**src/rtl/intf_stream_fifo_if.sv**
```systemverilog
// Valid/ready/data stream bundle shared by producer and consumer sides of the FIFO.
// The sink receives beats (drives ready); the source emits beats (drives valid and data).
interface stream_intf #(
   parameter int WIDTH = 8
) ();
   logic             valid;
   logic             ready;
   logic [WIDTH-1:0] data;

   modport sink   (input valid, input data, output ready);
   modport source (output valid, output data, input ready);
endinterface

```
**src/rtl/intf_stream_fifo.sv**
```systemverilog
// First-word-fall-through FIFO between two stream_intf ports.
// Also reports occupancy and a sticky high-water mark.
module intf_stream_fifo #(
   parameter int  WIDTH = 8,
   parameter int  DEPTH = 4,
   localparam int CW    = $clog2(DEPTH + 1)
) (
   input  logic          clk,
   input  logic          rst_n,
   stream_intf.sink      in,
   stream_intf.source    out,
   output logic [CW-1:0] count,
   output logic [CW-1:0] max_count
);
   localparam int            AW   = $clog2(DEPTH);
   localparam logic [CW-1:0] FULL = CW'(DEPTH);

   logic [AW-1:0]    wr_ptr_q, wr_ptr_d;
   logic [AW-1:0]    rd_ptr_q, rd_ptr_d;
   logic [CW-1:0]    count_q, count_d;
   logic [CW-1:0]    max_q, max_d;
   logic [WIDTH-1:0] mem_q [DEPTH];
   logic             not_full, not_empty, push, pop;

   // Handshake flags come only from registered occupancy, so out.ready never reaches in.ready.
   assign not_full  = (count_q != FULL);
   assign not_empty = (count_q != '0);
   assign push      = in.valid && not_full;
   assign pop       = not_empty && out.ready;

   assign in.ready  = not_full;
   assign out.valid = not_empty;
   assign out.data  = mem_q[rd_ptr_q];
   assign count     = count_q;
   assign max_count = max_q;

   always_comb begin
      wr_ptr_d = wr_ptr_q;
      rd_ptr_d = rd_ptr_q;
      count_d  = count_q;
      if (push) wr_ptr_d = wr_ptr_q + AW'(1);
      if (pop)  rd_ptr_d = rd_ptr_q + AW'(1);
      case ({push, pop})
         2'b10:   count_d = count_q + CW'(1);
         2'b01:   count_d = count_q - CW'(1);
         default: count_d = count_q;
      endcase
      max_d = (count_d > max_q) ? count_d : max_q;
   end

   always_ff @(posedge clk or negedge rst_n) begin
      if (!rst_n) begin
         wr_ptr_q <= '0;
         rd_ptr_q <= '0;
         count_q  <= '0;
         max_q    <= '0;
      end else begin
         wr_ptr_q <= wr_ptr_d;
         rd_ptr_q <= rd_ptr_d;
         count_q  <= count_d;
         max_q    <= max_d;
      end
   end

   // Storage is deliberately left out of reset.
   always_ff @(posedge clk) begin
      if (push) mem_q[wr_ptr_q] <= in.data;
   end
endmodule

```
**src/flat_wrapper.sv**
```systemverilog
// flat-port wrapper written by rule: the top's interface ports become plain ports
module intf_stream_fifo_flat 
#(
   parameter int  WIDTH = 8,
   parameter int  DEPTH = 4,
   localparam int CW    = $clog2(DEPTH + 1)
)
  (clk, rst_n, count, max_count, in_valid, in_data, in_ready, out_valid, out_data, out_ready);
  stream_intf #(.WIDTH(WIDTH)) in_i ();
  stream_intf #(.WIDTH(WIDTH)) out_i ();
  input  logic clk;
  input  logic rst_n;
  output logic [CW-1:0] count;
  output logic [CW-1:0] max_count;
  input wire logic [$bits(in_i.valid)-1:0] in_valid;
  input wire logic [$bits(in_i.data)-1:0] in_data;
  output wire logic [$bits(in_i.ready)-1:0] in_ready;
  output wire logic [$bits(out_i.valid)-1:0] out_valid;
  output wire logic [$bits(out_i.data)-1:0] out_data;
  input wire logic [$bits(out_i.ready)-1:0] out_ready;
  assign in_i.valid = in_valid;
  assign in_i.data = in_data;
  assign in_ready = in_i.ready;
  assign out_valid = out_i.valid;
  assign out_data = out_i.data;
  assign out_i.ready = out_ready;
  intf_stream_fifo #(.WIDTH(WIDTH), .DEPTH(DEPTH)) u_core (.clk(clk), .rst_n(rst_n), .in(in_i), .out(out_i), .count(count), .max_count(max_count));
endmodule
```
**config.mk**
```make
export PLATFORM = sky130hd
export DESIGN_NAME = intf_stream_fifo_flat
export DESIGN_NICKNAME = d
export VERILOG_FILES = /design/src/rtl/intf_stream_fifo_if.sv /design/src/rtl/intf_stream_fifo.sv /design/src/flat_wrapper.sv
export SDC_FILE = /design/constraint.sdc
export NUM_CORES = 1
export LEC_CHECK = 0
export ABC_CLOCK_PERIOD_IN_PS = 4170
export CORE_AREA = 2 2 62 64
export DETAILED_ROUTE_END_ITERATION = 10
export DIE_AREA = 0 0 64 66
export PLACE_DENSITY = 0.75
export SYNTH_ARGS = -nofsm -noshare
export SYNTH_HDL_FRONTEND = slang
export SYNTH_SLANG_ARGS = --single-unit
```
**constraint.sdc**
```tcl
create_clock -name clk -period 4.17 [get_ports clk]
set_input_delay 0.834 -clock clk [delete_from_list [all_inputs] [get_ports clk]]
set_output_delay 0.834 -clock clk [all_outputs]
set_load 0.1 [all_outputs]
```
; Word level (Yosys, flattened, before mapping)
; Memory sizes are Yosys's and may differ from the RTL's.
; Cells that the tools add are included.
[word_totals]
reg_bits = 10
mem_bits_rw = 32
in_bits = 12
output_inout_bits = 16
n_memories = 1
[memory_table]
columns = name, depth, word_bits, rd, rd_clocked_by_memory_dff, write_ports, line_no
row1 = u_core.mem_q, 4, 8, 1, 0, 1, intf_stream_fifo.sv:22  ; logic [WIDTH-1:0] mem_q [DEPTH];
[op_classes]
n_addsub = 4
order_cmp = 1
n_eq_ne = 3
mux = 3
n_reduce_logical = 3
[ops]
columns = op, n
row1 = 3-bit case mux with 2 select lines, 1
row2 = 2-bit by 1-bit adder with 2-bit output (second input constant), 2
row3 = 3-bit by 1-bit adder with 3-bit output (second input constant), 1
row4 = 3-bit > comparator, 1
row5 = 3-bit != test (second input constant), 1
row6 = 3-bit nonzero test, 1
row7 = 3-bit by 1-bit subtractor with 3-bit output (second input constant), 1
row8 = 2-bit by 1-bit == test with 1-bit output (second input constant), 1
row9 = 2-bit == test (second input constant), 1
row10 = 1-bit logical AND, 2
row11 = 1-bit two-way mux, 2

; Logic depth before layout (Yosys ltp)
; Gate-level depths: netlist of the first run.
[depth]
word_depth = 5
mapped_depth = 12

; Least setup slack after synthesis of the first run
; No wires, ideal clock.
[synth_path]
path_kind = reg-to-reg
start = register u_core.count_q[0] (netlist: u_core.count[0])
end = register u_core.max_q[0] (netlist: u_core.max_count[0])
setup_ps = 126
t_arrival_ps = 3842
required_time_ps = 4044
setup_slack_ps = 202
path_stages_with_launch = 13
path_buffers = 0
cell_sequence = dfrtp_1 > or3b_4 > and2_4 > inv_1 > ha_1 > fa_1 > xnor2_1 > o21ai_0 > o21ai_0 > ha_1 > and3_1 > a21oi_1 > mux2_2
[synth_via]
elab_chain_len = 5
elab_cells_between_ends = 10
[synth_rtl]
columns = item, line_no
row1 = start: declaration, intf_stream_fifo.sv:20  ; logic [CW-1:0] count_q, count_d;
row2 = start signal: assignment, intf_stream_fifo.sv:60  ; count_q <= count_d;
row3 = 3-bit != test (*), intf_stream_fifo.sv:26  ; assign not_full = (count_q != FULL);
row4 = named net in_ready, flat_wrapper.sv:17  ; output wire logic [$bits(in_i.ready)-1:0] in_ready;
row5 = 1-bit logical AND (*), intf_stream_fifo.sv:28  ; assign push = in.valid && not_full;
row6 = 2-bit by 1-bit == test with 1-bit output / 2-bit == test (equally long branches), intf_stream_fifo.sv:43  ; case ({push, pop})
row7 = 3-bit case mux with 2 select lines (*), intf_stream_fifo.sv:43
row8 = named net u_core.count_d[2], intf_stream_fifo.sv:20
row9 = 3-bit > comparator (*), intf_stream_fifo.sv:48  ; max_d = (count_d > max_q) ? count_d : max_q;
row10 = end signal: assignment, intf_stream_fifo.sv:61  ; max_q <= max_d;
row11 = end: declaration, intf_stream_fifo.sv:21  ; logic [CW-1:0] max_q, max_d;
; Mark *: on every way through the listed nets, which the timed path passes. The rest lies on a longest branch.
; A chain may end at the register's enable or synchronous reset.

; Worst setup path in the final report of the first run
[layout_path]
start = input port in_valid
end = register u_core.max_q[1] (netlist: u_core.max_count[1])
[layout_via]
elab_chain_len = 4
elab_cells_between_ends = 5
[layout_rtl]
columns = item, line_no
row1 = start: declaration, flat_wrapper.sv:15  ; input wire logic [$bits(in_i.valid)-1:0] in_valid;
row2 = 1-bit logical AND (*), intf_stream_fifo.sv:28
row3 = 2-bit by 1-bit == test with 1-bit output / 2-bit == test (equally long branches), intf_stream_fifo.sv:43
row4 = 3-bit case mux with 2 select lines (*), intf_stream_fifo.sv:43
row5 = named net u_core.count_d[2], intf_stream_fifo.sv:20
row6 = 3-bit > comparator (*), intf_stream_fifo.sv:48
; Marked as above.

==> results of run 1 <==
[layout make-up]
class	instances	area share [%]
Clock buffer	6	1.894
Clock inverter	2	1.722
Inverter	6	1.033
Multi-Input combinational cell	46	24.63
Sequential cell	42	55.57
Tap cell	48	2.755
Timing Repair Buffer	27	12.40
[worst paths after layout]
check,start,to,slack [ns],depth (start not counted)
worst max-delay path,in_valid,u_core.max_count[1],0.56,12
worst min-delay path,u_core.max_count[0],u_core.max_count[0],0.56,1
worst max register to register,u_core.count[2],u_core.max_count[1],0.82,12
worst min register to register,u_core.max_count[0],u_core.max_count[0],0.56,1
max in group asynchronous,rst_n,u_core.rd_ptr_q[1],3.06,1
min in group asynchronous,rst_n,u_core.max_count[2],0.79,1
[state kept, by name, indices dropped and copies added (netlist names)]
signal	flops
u_core.count	3
u_core.max_count	3
u_core.mem_q	32
u_core.rd_ptr_q	2
u_core.wr_ptr_q	2
[Yosys cell counts (all sizes together) (2+ instances only)]
| library cell | number |
|---|---|
| and2 | 2 |
| a2bb2oi | 2 |
| mux4 | 8 |
| a21oi | 2 |
| buf | 2 |
| edfxtp | 32 |
| mux2 | 4 |
| dfrtp | 10 |
| inv | 6 |
| ha | 8 |
| o21ai | 2 |
| xnor2 | 4 |
| and3 | 5 |
[layer usage]
metal	vias to the layer above	GRT usage, %	wire length, um
met2	16	26.69	1516
met4	0	6.522	43
met5	-	0	0
met3	5	5.111	97
met1	449	19.00	1208
li1	435	-	-
[worst register-to-register path: stages, from the launching register on]
cell and delay [ns]:
dfrtp_1 0.46, or3b_4 0.30, and2_4 0.17, inv_1 0.04
ha_1 0.20, fa_1 0.38, xnor2_1 0.30, o21ai_0 0.12
o21ai_0 0.14, ha_1 0.32, and3_1 0.19, a21oi_1 0.25
mux2_2 0.37
[kinds of logic after synthesis]
kind of cell,Yosys count
flops,42
buf+inv,8
xor+xnor,5
compound gates,8
simple gates,12
mux,12
fa+ha+maj,9
[per-stage QoR]
| stage | util (%) | setup WS (ns) | std cells | area, um2 | hold WS, ns |
|---|---|---|---|---|---|
| 2_1_floorplan | - | 0.2022 | 96 | 1779 | 0.5348 |
| 3_3_place_gp | 59.16 | 0.3745 | 169 | 2101 | 0.5287 |
| 3_5_place_dp | 59.16 | 0.1853 | 169 | 2101 | 0.5315 |
| 4_1_cts | 61.38 | 0.5677 | 177 | 2180 | 0.5634 |
| 5_1_grt | 61.38 | 0.3272 | 177 | 2180 | 0.5779 |
| 6_report | 61.38 | 0.5601 | 177 | 2180 | 0.5586 |
==> summary.md, run 1 <==
| Metric | Value |
|---|---|
| Compound-gate portion of the synthesized area | slightly above 3% |
| Die width | between 60 and 70 um |
| Number of core rows | 22 |
| FFs w/ async S/R, synth | between 20% and 30% |
| GRT Overall Usage | between 15 and 20% |
| IO Port Bufs | 27 |
| First-pass GRT wire length | between 4 and 5 mm |
| Slowest stage delay, CP | 0.52 ns |
| Die ar. | around 4200 um2 |
| Synth top area cells | edfxtp_1, dfrtp_1, mux4_2, ha_1, xnor2_1 |
| Vias per cell | between 5 and 6 |
| Proportion of layout cells with a drive suffix above 1 | 22.48% |
| Fmax | 0.2770 GHz |
| Final slew viol count | 0 |
| Buffers and inverters on the worst path | 2 |
| Flops & latches, synth | 42 |
| Drt wl/cell | about 16 um |
| Initial Util | around half |
| Adder-cell share of the synthesized area | 6.751% |
| Commonest cells after routing, fill and taps aside | edfxtp_1, clkdlybuf4s50_1, dfrtp_1 |
| Slowest cell on crit path | clkdlybuf4s50_1 |
| Io pins | 28 |
| Syn avg cell area | between 15 and 20 um2 |
| Worst min-delay path class | reg2reg |
| Area of the core | approximately 3600 um2 |
| Largest net degree at the start of global routing | 14 |
| Num CTS Buffers | 5 |
| Synth Flop Type | edfxtp_1 |
| Rel. slew slack | about a third |
| CTS Buffer Depth | 2 |
| Height of the die | 66 um |
| Mux contribution to synthesized area | 12.87% |
| Worst Skew | 0.01783 ns |
| Number of synthesized flops with an enable pin | 32 |
| Total grt overflow | 0 |
| CP Cell Sequence | clkdlybuf4s50_1 -> and2_4 -> inv_1 -> ha_1 -> fa_1 -> xnor2_1 -> o21ai_0 -> o21ai_0 -> ha_1 -> and3_1 -> a21oi_1 -> mux2_2 |
| DRC errors left | 0 |
| Area Overhead vs Synth | 22.50% |
| Top cell type's share of synthesized area | 54.01% |
| # diodes | 0 |
| Max-Cap Viols | 0 |
| Signal arrival time at the worst endpoint | between 3 and 4 ns |
| CP top delay family | adder cells |
| Required @ worst endpoint | 4.41 ns |
| Synth cell types | 26 |
| Post-Route Setup TNS | 0 ns |
| Post-DRT Antenna Nets | 0 |
| Total iterations of the first detailed-routing run | 4 |
| Clk sinks | between 40 and 50 |
| CP Max Fanout | 5 |
| Vias in the first global route | 969 |
| Synth Instances | between 90 and 100 |
| # Post-CTS Setup Buffers | 0 |
| Net count after synthesis | between 100 and 150 |
| Final HPWL DP | between 2 and 2.5 mm |
| Main combinational cell family by area after synthesis | multiplexers |
| Initial antenna violation count | 0 |
| Sequential cell area | between 1000 and 1500 um2 |
| Clk_lat worst skew | approximately 0.34 ns |
| Placer congestion estimate | approximately 0.70 |
| Yosys warns | 0 |
| Nets@finish | 149 |
| Most common cell after layout, fill and taps aside | edfxtp_1 |
| Slew @ Worst Pin | 0.9767 ns |
| Setup crit end kind | register |
| Post-CTS resize count | 0 |
| Startpoint class of the critical path | input pin |
| Mapped cell area | roughly 1800 um2 |
| Sequential area share after synthesis | 68.07% |
| Hold-fix buffers, CTS | 0 |
| H-tree levels | 2 |
| Synth area leader | edfxtp_1 |
| Clk root buf | clkbuf_4 |
| Outcome | finished, final reports clean |
| RSZ-0062 raised after global routing | no |
| Routed WL | 2.865 mm |
| FILL cells | approximately 260 |
| Via count | between 900 and 1000 |
| Crit Path Category | in2reg |
| Footprint of the multi-input gates | 536.8 um2 |
| Clock slew seen by the registers of the worst setup and hold paths | 0.12 ns |
| CTS tree | yes |
| Setup violators final | 0 |
| DR iter-0 viols | 30 |
| Simple-gate area share of the yosys netlist | ~5.0% |
| Final Critical Period | 3.610 ns |
| Final Hold Violating Endpoints | 0 |
| Period utilization | 86.57% |
| Synth Area in XOR/XNOR | 2.461% |
Power of run 1 is not shown: default switching activity piles up to over one toggle a cycle in this logic, so the estimate is an artifact.
==> run 2: changes to the inputs <==
- ABC_CLOCK_PERIOD_IN_PS: 4170 -> 4350
- CORE_AREA: 2 2 62 64 -> 2 2 60 62
- DIE_AREA: 0 0 64 66 -> 0 0 62 64
- PLACE_DENSITY: 0.75 -> 0.8
- clock period: 4.17 -> 4.35 ns (I/O delays scaled with it)
==> run 2 against run 1 <==
Net effect:
- first-iteration DRC count decreased by 10%
- count of clock-buffer cells in the layout is 1 lower
- setup slack better by 0.19 ns
- critical path depth stayed put
- routed wire length is 4.0% lower
- non-clock buffer count stayed put
- clock skew is 0.014 ns lower
- largest cell class unchanged
==> summary.md, run 2 (synthesis gave the netlist of run 1 again) <==
| Metric | Value |
|---|---|
| Outcome | finished, final reports clean |
| Startpoint class of the critical path | input pin |
| Post-CTS resize count | 0 (unchanged) |
| Placer congestion estimate | 0.8283 (+18%) |
| Proportion of layout cells with a drive suffix above 1 | 23.26% (+0.78 points) |
| DR iter-0 viols | 27 (-10%) |
| Largest net degree at the start of global routing | 16 (+2) |
| Initial Util | 54.17% (+4.1 points) |
| GRT Overall Usage | 16.17% (+0.26 points) |
| Initial antenna violation count | 0 (unchanged) |
| Slowest cell on crit path | clkdlybuf4s50_1 |
| Hold-fix buffers, CTS | 0 (unchanged) |
| Post-DRT Antenna Nets | 0 (unchanged) |
| Period utilization | a little over 80% |
| Final Hold Violating Endpoints | 0 (unchanged) |
| CTS tree | yes |
| Internal reg-to-reg setup slack | 1.03 ns (+0.21 ns) |
| Required @ worst endpoint | 4.60 ns (+0.19 ns) |
| Total iterations of the first detailed-routing run | 4 (unchanged) |
| Area of the core | 3284 um2 (-7.5%) |
| Setup violators final | 0 (unchanged) |
| CTS Buffer Depth | 2 (unchanged) |
| Total grt overflow | 0 (unchanged) |
| Via count | 940 (+3.9%) |
| Vias per cell | 5.371 (+5.1%) |
| Slew @ Worst Pin | 0.9830 ns (+0.006344 ns) |
| Setup crit end kind | register |
| Worst Skew | 0.003987 ns (-0.01384 ns) |
| Max-Cap Viols | 0 (unchanged) |
| Max reg flops | 32 (unchanged) |
| Signal arrival time at the worst endpoint | 3.85 ns (about the same) |
| CP endpoint | u_core.max_count[0] |
| IO Port Bufs | 27 (unchanged) |
| Clk sinks | 42 (unchanged) |
| Commonest cells after routing, fill and taps aside | edfxtp_1, clkdlybuf4s50_1, dfrtp_1 |
| # Post-CTS Setup Buffers | 0 (unchanged) |
| Clk_lat worst skew | 0.36 ns (+0.02 ns) |
| Area Overhead vs Synth | 21.45% |
| Worst setup path startpoint | in_valid |
| Final HPWL DP | 2.047 mm (-2.2%) |
| Fmax | roughly 0.28 GHz |
| Worst R2R Start | u_core.count[2] |
| Io pins | 28 (unchanged) |
| Rel. slew slack | 34.26% (-0.42 points) |
| Final slew viol count | 0 (unchanged) |
| Post-Route Setup TNS | 0 ns (unchanged) |
| CP Cell Sequence | clkdlybuf4s50_1 -> and2_4 -> inv_1 -> ha_1 -> fa_1 -> xnor2_1 -> o21ai_0 -> o21ai_0 -> ha_1 -> and3_1 -> a21oi_1 -> mux2_2 |
| Drt wl/cell | 15.71 um (-3.0%) |
| Die ar. | 3968 um2 (-6.1%) |
| CP Max Fanout | 5 (unchanged) |
| Most common cell after layout, fill and taps aside | edfxtp_1 |
| Slowest stage delay, CP | 0.52 ns (about the same) |
| R2r endpoint | u_core.max_count[0] |
| Die width | 62 um (-3.1%) |
| Final Critical Period | about 3.6 ns |
| Num CTS Buffers | 5 (unchanged) |
| Clk root buf | clkbuf_4 |
| RSZ-0062 raised after global routing | no |
| Worst min-delay path class | reg2reg |
| # diodes | 0 (unchanged) |
| Number of core rows | 21 (-4.5%) |
| First-pass GRT wire length | 4.381 mm (-7.7%) |
| Clock slew seen by the registers of the worst setup and hold paths | 0.12 ns (about the same) |
| DRC errors left | 0 (unchanged) |
| Crit Path Category | in2reg |
| Reg2Reg Depth | 12 (unchanged) |
| Height of the die | 64 um (-3.0%) |
| Nets@finish | 149 (unchanged) |
| Vias in the first global route | 962 (-0.72%) |
| Routed WL | 2.749 mm (-4.0%) |
| Biggest register | u_core.mem_q |
| H-tree levels | 2 (unchanged) |
[run 2: cell types whose count changed in the layout (fill, tap and decap cells not counted), sizes merged]
| cell | previous run | this run |
|---|---|---|
| bufinv | 1 | 0 |
| clkbuf | 6 | 5 |
| clkinv | 0 | 1 |
| inv | 6 | 7 |
[run 2: area by class of cell]
class,instances,area (um2)
flip-flops and latches,42,1211
fillers,227,1124
multi-input cells,46,536.8
repair buffers,27,270.3
well taps,46,57.56
clock buffers,5,37.54
clock inverters,3,25.02
inverters,6,22.52
[run 2: per-layer routing]
metal | global-route usage (%) | vias to the layer above | share of wire (%)
li1 | - | 435 | -
met1 | 20.39 | 466 | 39
met2 | 23.96 | 32 | 52
met3 | 6.478 | 7 | 6.3
met4 | 7.713 | 0 | 2.1
met5 | 0 | - | 0
[run 2: critical path, delay by kind of cell]
kind	cells	cell delay, ns
adders and majority gates	3	0.90
and+or+nand+nor	2	0.38
xor gates and xnor gates	1	0.30
muxes	1	0.37
buffers and inverters	2	0.57
AOI/OAI and AO/OA	3	0.48
[run 2: metrics by stage]
| stage | hold WS, ns | cell area (um2) | worst slack, ns | std cells | util, % |
|---|---|---|---|---|---|
| final | 0.5618 | 2161 | 0.7503 | 175 | 65.79 |
| after global routing | 0.6004 | 2161 | 0.5539 | 175 | 65.79 |
| after detailed placement | 0.5388 | 2098 | 0.3877 | 167 | 63.89 |
| after global placement | 0.5295 | 2098 | 0.5325 | 167 | 63.89 |
| after CTS | 0.5675 | 2161 | 0.7686 | 175 | 65.79 |
| after floorplan | 0.5348 | 1779 | 0.3822 | 96 | - |
[run 2: worst min path at each step]
stage                         from  cells after the start  slack [ns]                  end
2_1_floorplan   u_core.wr_ptr_q[1]                      1        0.53   u_core.wr_ptr_q[1]
3_3_place_gp   u_core.max_count[1]                      1        0.53  u_core.max_count[1]
3_5_place_dp   u_core.max_count[1]                      1        0.54  u_core.max_count[1]
4_1_cts        u_core.max_count[1]                      1        0.57  u_core.max_count[1]
5_1_grt        u_core.max_count[1]                      1        0.60  u_core.max_count[1]
6_report       u_core.max_count[1]                      1        0.56  u_core.max_count[1]
Power of run 2 is left out for the same reason.
==> run 3: changes to the inputs <==
- ABC_CLOCK_PERIOD_IN_PS: 4350 -> 3400
- CORE_AREA: 2 2 60 62 -> 2 2 62 64
- DIE_AREA: 0 0 62 64 -> 0 0 64 66
- PLACE_DENSITY: 0.8 -> 0.75
- clock period: 4.35 -> 3.4 ns (I/O delays scaled with it)
==> run 3 against run 2 <==
Net effect:
- first-iteration DRC count is 41% lower
- non-clock buffer count is 3 higher
- hold slack better by 0.0012 ns
- die area is 6.5% higher
- critical path depth is 2 lower
- routed wire length is 4.5% higher
- global-route usage hardly changed
- final cell count is 2.9% higher
- sequential cell count stayed put
==> summary.md, run 3 (synthesis gave the netlist of run 1 again) <==
| Metric | Value |
|---|---|
| Met3 wire length | 135 um (-22%) |
| Io pins | 28 (unchanged) |
| Highest Signal Layer | met4 |
| Reg2Reg Depth | 10 (-2) |
| Outcome | finished, final reports clean |
| Biggest register | u_core.mem_q |
| Final HPWL DP | 2.081 mm (+1.7%) |
| Met2 wire length | 1.528 mm (+6.2%) |
| First-pass GRT wire length | 4.795 mm (+9.4%) |
| Largest net degree at the start of global routing | 15 (-1) |
| Number of core rows | 22 (+4.8%) |
| Area of the core | 3551 um2 (+8.1%) |
| DRT met1 WL | 1.191 mm (+10%) |
| Via count | 916 (-2.6%) |
| # diodes | 0 (unchanged) |
| Final Critical Period | approximately 3.2 ns |
| Commonest cells after routing, fill and taps aside | edfxtp_1, buf_4, clkdlybuf4s50_1 |
| Setup ws final | 0.2176 ns (-0.5327 ns) |
| Final Hold Violating Endpoints | 0 (unchanged) |
| Area Overhead vs Synth | 25.18% |
| Worst R2R Start | u_core.count[1] |
| Worst min-delay path class | reg2reg |
| Setup crit end kind | register |
| Internal reg-to-reg setup slack | 0.22 ns (-0.81 ns) |
| Max reg flops | 32 (unchanged) |
| Initial Util | 50.11% (-4.1 points) |
| Most common cell after layout, fill and taps aside | edfxtp_1 |
| Post-CTS resize count | 0 (unchanged) |
| Period utilization | between 90 and 100% |
| R2r endpoint | u_core.max_count[1] |
| RSZ-0062 raised after global routing | no |
| Num CTS Buffers | 5 (unchanged) |
| Hold-fix buffers, CTS | 0 (unchanged) |
| Worst Skew | 0.01022 ns (+0.006237 ns) |
| Clk_lat worst skew | 0.35 ns (about the same) |
| CP Max Fanout | 6 (+1) |
| Required @ worst endpoint | 3.63 ns (-0.97 ns) |
| Drt wl/cell | 15.96 um (+1.6%) |
| DR iter-0 viols | 16 (-41%) |
| Clock slew seen by the registers of the worst setup and hold paths | 0.11 ns (about the same) |
| # Post-CTS Setup Buffers | 0 (unchanged) |
| Proportion of layout cells with a drive suffix above 1 | 43.18% (+20 points) |
| Worst setup path startpoint | u_core.count[1] |
| Rel. slew slack | 61.20% (+27 points) |
| Dpl ws | -0.05513 ns (-0.4428 ns) |
| Setup violators final | 0 (unchanged) |
| DRC errors left | 0 (unchanged) |
| Signal arrival time at the worst endpoint | 3.42 ns (-0.43 ns) |
| Die width | 64 um (+3.2%) |
| Routed WL | 2.873 mm (+4.5%) |
| Max-Cap Viols | 0 (unchanged) |
| Vias per cell | 5.089 (-5.3%) |
| Clk root buf | clkbuf_4 |
| FILL cells | 262 (+15%) |
| Die ar. | 4224 um2 (+6.5%) |
| Post-Place Cells | 172 (+3.0%) |
| Vias in the first global route | 981 (+2.0%) |
| GRT Overall Usage | 16.16% (about the same) |
| Crit Path Category | reg2reg |
| Final design utilization | 62.72% (-3.1 points) |
| Placer congestion estimate | 0.7994 (-3.5%) |
| Post-DRT Antenna Nets | 0 (unchanged) |
| Height of the die | 66 um (+3.1%) |
| CP endpoint | u_core.max_count[1] |
| Initial antenna violation count | 0 (unchanged) |
| Total grt overflow | 0 (unchanged) |
| CTS Buffer Depth | 2 (unchanged) |
| H-tree levels | 2 (unchanged) |
| Fmax | around 0.31 GHz |
| Nets@finish | 152 (+2.0%) |
| Clk sinks | 42 (unchanged) |
| Final slew viol count | 0 (unchanged) |
| Non-filler instance count after layout | 180 (+2.9%) |
| IO Port Bufs | 27 (unchanged) |
| Total iterations of the first detailed-routing run | 4 (unchanged) |
| Startpoint class of the critical path | register |
| CTS tree | yes |
| Slew @ Worst Pin | 0.5821 ns (-0.4010 ns) |
run 3: cell types whose count changed in the layout (fill, tap and decap cells not counted), moves of 2 or more:
cell	delta
dfrtp_4	+3
dfrtp_1	-3
buf_4	+19
bufinv_16	+2
clkdlybuf4s50_1	-16
run 3: layout make-up:
cell class,count,area (um2),area share (%)
clock buffers,5,37.54,1.685
clock inverters,3,68.82,3.090
inverters,6,22.52,1.011
multi-input cells,46,563.0,25.28
flip-flops and latches,42,1222,54.89
well taps,48,60.06,2.697
repair buffers,30,252.7,11.35
run 3: how the worst min path moves through the flow:
stage / from / endpoint / slack (ns) / cells after the start
finish: u_core.max_count[0] / u_core.max_count[0] / 0.56 / 1
global route: u_core.max_count[0] / u_core.max_count[0] / 0.59 / 1
CTS: u_core.max_count[0] / u_core.max_count[0] / 0.57 / 1
detailed placement: u_core.max_count[0] / u_core.max_count[0] / 0.53 / 1
global placement: u_core.max_count[1] / u_core.max_count[1] / 0.53 / 1
floorplan: rst_n / u_core.max_count[0] / 0.38 / 0
run 3: stage by stage:
step	setup TNS [ns]	instance area, um2	hold slack (ns)
detailed placement	-0.1018	2121	0.5330
floorplan	0	1817	0.3844
CTS	0	2227	0.5655
global route	0	2227	0.5895
global placement	0	2121	0.5282
finish	0	2227	0.5629
run 3: routing by layer:
| layer | track usage, % | up-vias |
|---|---|---|
| met5 | 0 | - |
| met4 | 5.707 | 0 |
| met3 | 5.792 | 2 |
| met2 | 27.86 | 17 |
| met1 | 18.63 | 459 |
| li1 | - | 438 |
run 3: critical path, cell delays in order, from the launching register on:
cell     delay (ns)
dfrtp_4        0.53
or3b_4         0.44
and2_4         0.16
inv_2          0.06
ha_4           0.14
fa_2           0.43
mux2_2         0.31
ha_1           0.30
and3_1         0.18
a21oi_2        0.18
mux2_2         0.36
Power of run 3 is left out for the same reason.
